==> config.mk <==
export PLATFORM = sky130hd
export DESIGN_NAME = systolic_psum_drain
export DESIGN_NICKNAME = d
export VERILOG_FILES = /design/src/rtl/systolic_psum_drain.sv
export SDC_FILE = /design/constraint.sdc
export NUM_CORES = 1
export LEC_CHECK = 0
export ABC_CLOCK_PERIOD_IN_PS = 9600
export CAP_MARGIN = 20
export CORE_AREA = 10 10 224 226
export DETAILED_ROUTE_END_ITERATION = 8
export DIE_AREA = 0 0 234 236
export PLACE_DENSITY = 0.77
export SYNTH_ARGS = -nofsm -noshare
export SYNTH_HDL_FRONTEND = slang
export SYNTH_SLANG_ARGS = --single-unit
export TNS_END_PERCENT = 100
==> constraint.sdc <==
create_clock -name clk -period 9.6 [get_ports clk]
set_input_delay 2.4 -clock clk [delete_from_list [all_inputs] [get_ports clk]]
set_output_delay 2.4 -clock clk [all_outputs]
set_load 0.01 [all_outputs]
==> src/rtl/systolic_psum_drain.sv <==
// Bottom-of-column partial-sum collector: saturating two-lane accumulation over
// a programmed beat count, results queued in a small show-ahead output FIFO.
module systolic_psum_drain #(
    parameter int unsigned PSUM_DW    = 20,
    parameter int unsigned ACC_DW     = 32,
    parameter int unsigned FIFO_DEPTH = 4
) (
    input  logic                  clk,
    input  logic                  rst_n,
    input  logic                  start,
    input  logic [15:0]           acc_len,
    input  logic [15:0]           tile_len,
    input  logic                  psum_vld,
    input  logic [2*PSUM_DW-1:0]  psum_dat,
    output logic                  out_vld,
    input  logic                  out_rdy,
    output logic [2*ACC_DW-1:0]   out_dat,
    output logic                  busy,
    output logic                  done,
    output logic                  ovf_err,
    output logic                  sat_err
);

    localparam int unsigned LEN_W = 16;
    localparam int unsigned OUT_W = 2 * ACC_DW;
    localparam int unsigned PTR_W = (FIFO_DEPTH > 1) ? $clog2(FIFO_DEPTH) : 1;
    localparam int unsigned CNT_W = $clog2(FIFO_DEPTH) + 1;
    localparam logic [ACC_DW-1:0] ACC_MAX = {1'b0, {(ACC_DW-1){1'b1}}};
    localparam logic [ACC_DW-1:0] ACC_MIN = {1'b1, {(ACC_DW-1){1'b0}}};

    typedef enum logic [1:0] {IDLE, RUN, DRAIN} state_t;

    state_t                    state_q, state_nxt;
    logic                      start_tile, beat_en, last_beat, done_nxt;
    logic [LEN_W-1:0]          acc_len_q, tile_len_q, beat_cnt_q, res_cnt_q;
    logic signed [ACC_DW-1:0]  acc_q     [2];
    logic signed [PSUM_DW-1:0] psum_lane [2];
    logic signed [ACC_DW:0]    sum_wide  [2];
    logic signed [ACC_DW-1:0]  lane_res  [2];
    logic [1:0]                lane_sat;
    logic [OUT_W-1:0]          push_dat, head_nxt;
    logic [OUT_W-1:0]          mem [FIFO_DEPTH];
    logic [PTR_W-1:0]          wr_ptr_q, rd_ptr_q, rd_ptr_nxt;
    logic [CNT_W-1:0]          fifo_cnt_q, fifo_cnt_nxt;
    logic                      pop, full, push_ok, drop;

    // Sign-extended saturating add per lane; one guard bit detects overflow.
    always_comb begin
        for (int i = 0; i < 2; i++) begin
            psum_lane[i] = psum_dat[i*PSUM_DW +: PSUM_DW];
            sum_wide[i]  = (ACC_DW+1)'(acc_q[i]) + (ACC_DW+1)'(psum_lane[i]);
            lane_sat[i]  = sum_wide[i][ACC_DW] ^ sum_wide[i][ACC_DW-1];
            if (lane_sat[i]) begin
                lane_res[i] = sum_wide[i][ACC_DW] ? ACC_MIN : ACC_MAX;
            end else begin
                lane_res[i] = sum_wide[i][ACC_DW-1:0];
            end
        end
        push_dat = {lane_res[1], lane_res[0]};
    end

    always_ff @(posedge clk) begin
        if (!rst_n) begin
            state_q <= IDLE;
        end else begin
            state_q <= state_nxt;
        end
    end

    always_comb begin
        state_nxt  = state_q;
        start_tile = 1'b0;
        beat_en    = 1'b0;
        last_beat  = 1'b0;
        done_nxt   = 1'b0;
        case (state_q)
            IDLE: begin
                if (start) begin
                    state_nxt  = RUN;
                    start_tile = 1'b1;
                end
            end
            RUN: begin
                if (psum_vld) begin
                    beat_en = 1'b1;
                    if (beat_cnt_q == acc_len_q - LEN_W'(1)) begin
                        last_beat = 1'b1;
                        if (res_cnt_q == tile_len_q - LEN_W'(1)) begin
                            state_nxt = DRAIN;
                        end
                    end
                end
            end
            DRAIN: begin
                if (fifo_cnt_q == '0) begin
                    state_nxt = IDLE;
                    done_nxt  = 1'b1;
                end
            end
            default: state_nxt = IDLE;
        endcase
    end

    // FIFO control; a push into a full FIFO survives only if the head leaves.
    always_comb begin
        pop          = out_vld && out_rdy;
        full         = (fifo_cnt_q == CNT_W'(FIFO_DEPTH));
        push_ok      = last_beat && (!full || pop);
        drop         = last_beat && full && !pop;
        fifo_cnt_nxt = fifo_cnt_q + CNT_W'(push_ok) - CNT_W'(pop);
        rd_ptr_nxt   = pop ? rd_ptr_q + PTR_W'(1) : rd_ptr_q;
        head_nxt     = (push_ok && (wr_ptr_q == rd_ptr_nxt)) ? push_dat : mem[rd_ptr_nxt];
    end

    always_ff @(posedge clk) begin
        if (push_ok) begin
            mem[wr_ptr_q] <= push_dat;
        end
    end

    always_ff @(posedge clk) begin
        if (!rst_n) begin
            acc_q[0]   <= '0;
            acc_q[1]   <= '0;
            acc_len_q  <= '0;
            tile_len_q <= '0;
            beat_cnt_q <= '0;
            res_cnt_q  <= '0;
            wr_ptr_q   <= '0;
            rd_ptr_q   <= '0;
            fifo_cnt_q <= '0;
            out_vld    <= 1'b0;
            out_dat    <= '0;
            busy       <= 1'b0;
            done       <= 1'b0;
            ovf_err    <= 1'b0;
            sat_err    <= 1'b0;
        end else begin
            busy <= (state_nxt != IDLE);
            done <= done_nxt;
            if (start_tile) begin
                acc_q[0]   <= '0;
                acc_q[1]   <= '0;
                beat_cnt_q <= '0;
                res_cnt_q  <= '0;
                acc_len_q  <= (acc_len == '0) ? LEN_W'(1) : acc_len;
                tile_len_q <= (tile_len == '0) ? LEN_W'(1) : tile_len;
                ovf_err    <= 1'b0;
                sat_err    <= 1'b0;
            end else if (beat_en) begin
                if (last_beat) begin
                    acc_q[0]   <= '0;
                    acc_q[1]   <= '0;
                    beat_cnt_q <= '0;
                    res_cnt_q  <= res_cnt_q + LEN_W'(1);
                end else begin
                    acc_q[0]   <= lane_res[0];
                    acc_q[1]   <= lane_res[1];
                    beat_cnt_q <= beat_cnt_q + LEN_W'(1);
                end
                if (|lane_sat) begin
                    sat_err <= 1'b1;
                end
                if (drop) begin
                    ovf_err <= 1'b1;
                end
            end
            if (push_ok) begin
                wr_ptr_q <= wr_ptr_q + PTR_W'(1);
            end
            rd_ptr_q   <= rd_ptr_nxt;
            fifo_cnt_q <= fifo_cnt_nxt;
            out_vld    <= (fifo_cnt_nxt != '0);
            out_dat    <= head_nxt;
        end
    end

endmodule
==> flow_summary_export.csv <==
group,metric,value,unit
outcome,status,"complete, no violations",
worst_setup_path,crit_type,"primary input to flop",
clock_tree,htree_levels,2,
yosys,synthXorXnorAreaFrac,3.80,%
power,power,5.95,mW
timing,finalSetupViolations,0,
power,p_leak,9.58,nW
routing,ant_nets,0,
worst_setup_path,cpPeakStageDelay,0.79,ns
clock_tree,holdBufCountCts,0,
worst_setup_path,crit_required,9.90,ns
min_path,whs_path_depth,2,
yosys,synth-simple-area-share,13.8,%
routing,drc,0,
yosys,synth_ff_type,"edfxtp_1",
worst_setup_path,r2r_start,"acc_q[0][1]",
yosys,yosysWarnings,0,
clock_tree,clkTransAtPathRegs,0.06,ns
yosys,synth_top_family_by_area,"simple AND/OR/NAND/NOR gates",
min_path,min_path_type,"flop to flop",
worst_setup_path,crit_slowest_cell,"a2111oi_0",
die,start_util,49.2,%
final_layout,nets,2234,
timing,skew,0.0215,ns
clock_tree,cts_setup_buffers,0,
final_layout,fill_cells,3775,
power,pwr-share-clk,31.8,%
yosys,ys_ff_latch,462,
timing,max_freq,132,MHz
timing,timing.hold.ws,0.493,ns
power,p_comb_share,26.8,%
timing,hold_viol_final,0,
clock_tree,cts_buffers,47,
final_layout,syn_to_final_growth,16.5,%
grt,grt_pass1_wl,93.2,mm
timing,fin_crit,7.57,ns
yosys,syn_inst,1957,
worst_setup_path,crit_path_start_kind,"primary input",
yosys,async_flop_share,0,%
routing,routed_wl,60.2,mm
min_path,worstHoldStart,"tile_len_q[14]",
power,power.density,226,mW/mm²
grt,grt-ovfl-total,0,
final_layout,stdcell_count,2724,
yosys,synth_nets,2113,
clock_tree,cts_tree,"built",
clock_tree,cts-root-buf,"clkbuf_16",
worst_setup_path,crit_fanout,28,
die,ioPinCount,146,
clock_tree,cts_buffer_depth,3,
timing,fin_tns_setup,0,ns
yosys,synth.area.mux_share,7.22,%
die,core_area,0.0459,mm²
grt,grt_max_degree,66,
grt,grt_pass1_vias,16400,
worst_setup_path,rrSetupSlack,4.27,ns
placement,gp_congestion,0.894,
clock_tree,clk-insertion-delay-late,0.58,ns
worst_setup_path,reg2reg_to,"mem[0][27]",
power,ir_drop,149,µV
die,die_x,234,µm
routing,vias,16700,
final_layout,diodes,0,
yosys,synthAdderAreaFrac,4.61,%
die,die_area,0.0552,mm²
routing,first_iter_violations,1418,
placement,placed_cells,2633,
grt,grt_antenna_before_repair,0,
min_path,holdPathEnd,"tile_len_q[14]",
yosys,yosys.area.top_type,"edfxtp_1",
power,p_seq_share,41.4,%
timing,drv_slew,0,
yosys,synth_edf_count,320,
timing,worst_slew_pin_slew,1.10,ns
yosys,synth_top_area_share,42.6,%
final_layout,fin_util,57.3,%
yosys,seq_area_frac_synth,55.2,%
yosys,yosys.cell_types.count,84,
yosys,synth_area,0.0226,mm²
routing,firstDrtPassIters,5,
worst_setup_path,cp_cell_sequence,"clkdlybuf4s50_1, ha_1, nand2_1, or4_1, a2111oi_0, nor3_2, nand2b_1, ha_1, buf_4, inv_1, a31oi_1, o21ai_0, a211oi_1, inv_1",
routing,routedWlPerCell,22.1,µm
yosys,syn_avg_cell_area,11.5,µm²
yosys,synthTopCellsByArea,"edfxtp_1 43%, dfxtp_1 13%, mux4_2 6.5%",
power,swShare,30.1,%
power,internal_power,4.16,mW
clock_tree,ctsResizeCount,0,
die,die_y,236,µm
worst_setup_path,crit_arrival,7.87,ns
placement,dp_hpwl,39.7,mm
run,cap_violations,0,
placement,port_buffers,145,
final_layout,layout_commonest_cell,"edfxtp_1",
routing,viasPerCell,6.12,
grt,grt.total_usage,21.3,%
timing,rsz0062_at_grt,"no",
final_layout,layout-drive-gt1-share,9.78,%
clock_tree,cts.sinks,462,
yosys,synth-compound-area-share,12.8,%
die,rows,79,
worst_setup_path,endpoint_kind,"flop",
worst_setup_path,rr_worst_depth,16,
timing,max_slew_margin,26.8,%
power,switchingPower,1.79,mW
timing,period_share,78.9,%
final_layout,layout_common_cells,"320 x edfxtp_1, 165 x nand2_1, 165 x a21oi_1",
[metrics by stage]
| stage | setup slack (ns) | area (µm²) |
|---|---|---|
| after CTS | 2.07 | 26200 |
| after global routing | 1.70 | 26300 |
| after global placement | 1.52 | 24600 |
| after floorplan | 3.30 | 22600 |
| final | 2.03 | 26300 |
| after detailed placement | 1.51 | 24600 |
[cells by family after synthesis]
kind of cell | Yosys count
compound gates | 460
xor+xnor | 98
fa+ha+maj | 82
buf+inv | 149
flops | 462
mux | 81
simple gates | 625
[worst max path at each step]
stage            startpoint      endpoint  slack, ns  cells past startpoint
2_1_floorplan  psum_dat[19]    mem[0][27]       3.30                     15
3_3_place_gp   psum_dat[19]  acc_q[0][21]       1.52                     12
3_5_place_dp   psum_dat[19]    mem[1][27]       1.51                     14
4_1_cts        psum_dat[19]  acc_q[0][21]       2.07                     12
5_1_grt        psum_dat[19]    mem[0][27]       1.70                     14
6_report       psum_dat[19]    mem[0][27]       2.03                     14
[cell usage after synthesis (13+ instances only)]
library cell	count
xor2_1	45
a21o_1	28
a21oi_1	165
o31ai_1	14
nor4_1	23
inv_1	47
and2_1	18
ha_1	76
nor2_1	158
o21a_1	25
clkbuf_1	85
a31oi_1	18
edfxtp_1	320
nand4_1	24
nand2b_1	14
or4_1	13
o21ai_1	15
nand2_1	166
dfxtp_1	142
nor3_1	32
and3_1	20
nand3_1	58
or3_1	18
nor2b_1	39
xnor2_1	53
o21ai_0	75
mux4_2	65
[layer usage]
layer	GRT usage, %	up-vias	wire length (µm)
met3	3.97	95	4400
met4	5.22	0	1240
li1	-	7629	-
met5	0	-	0
met1	29.4	8294	26200
met2	33.9	650	28300
[area by class of cell]
class / count / area (µm²) / area share (%)
clock inverter: 24 / 254 / 0.966
tap: 607 / 759 / 2.89
clock buffer: 64 / 1370 / 5.19
inverter: 48 / 180 / 0.685
timing repair buffer: 173 / 1680 / 6.38
sequential: 462 / 12500 / 47.4
multi-input combinational: 1346 / 9600 / 36.5
[critical path: cells and delay by family]
kind                     cells  cell delay, ns
adder cells (fa/ha/maj)      2            1.35
buffers and inverters        4            1.55
AND/OR/NAND/NOR              4            1.10
AO/OA/AOI/OAI                4            1.47
[registers in the layout, summed over array words and instances (netlist names)]
register,count
ovf_err,1
acc_len_q,16
done,1
wr_ptr_q,2
tile_len_q,16
beat_cnt_q,16
state_q,2
busy,1
out_dat,64
sat_err,1
acc_q,64
out_vld,1
mem,256
res_cnt_q,16
rd_ptr_q,2
fifo_cnt_q,3
[power groups by stage]
stage	registers [mW]	clock network [mW]	logic [mW]
6_report	2.46	1.89	1.60
5_1_grt	2.47	2.00	1.74
3_3_place_gp	2.50	0	1.54
4_1_cts	2.46	1.92	1.60
2_1_floorplan	2.50	0	1.05
3_5_place_dp	2.50	0	1.58
Power figures use the tool's default switching activity.
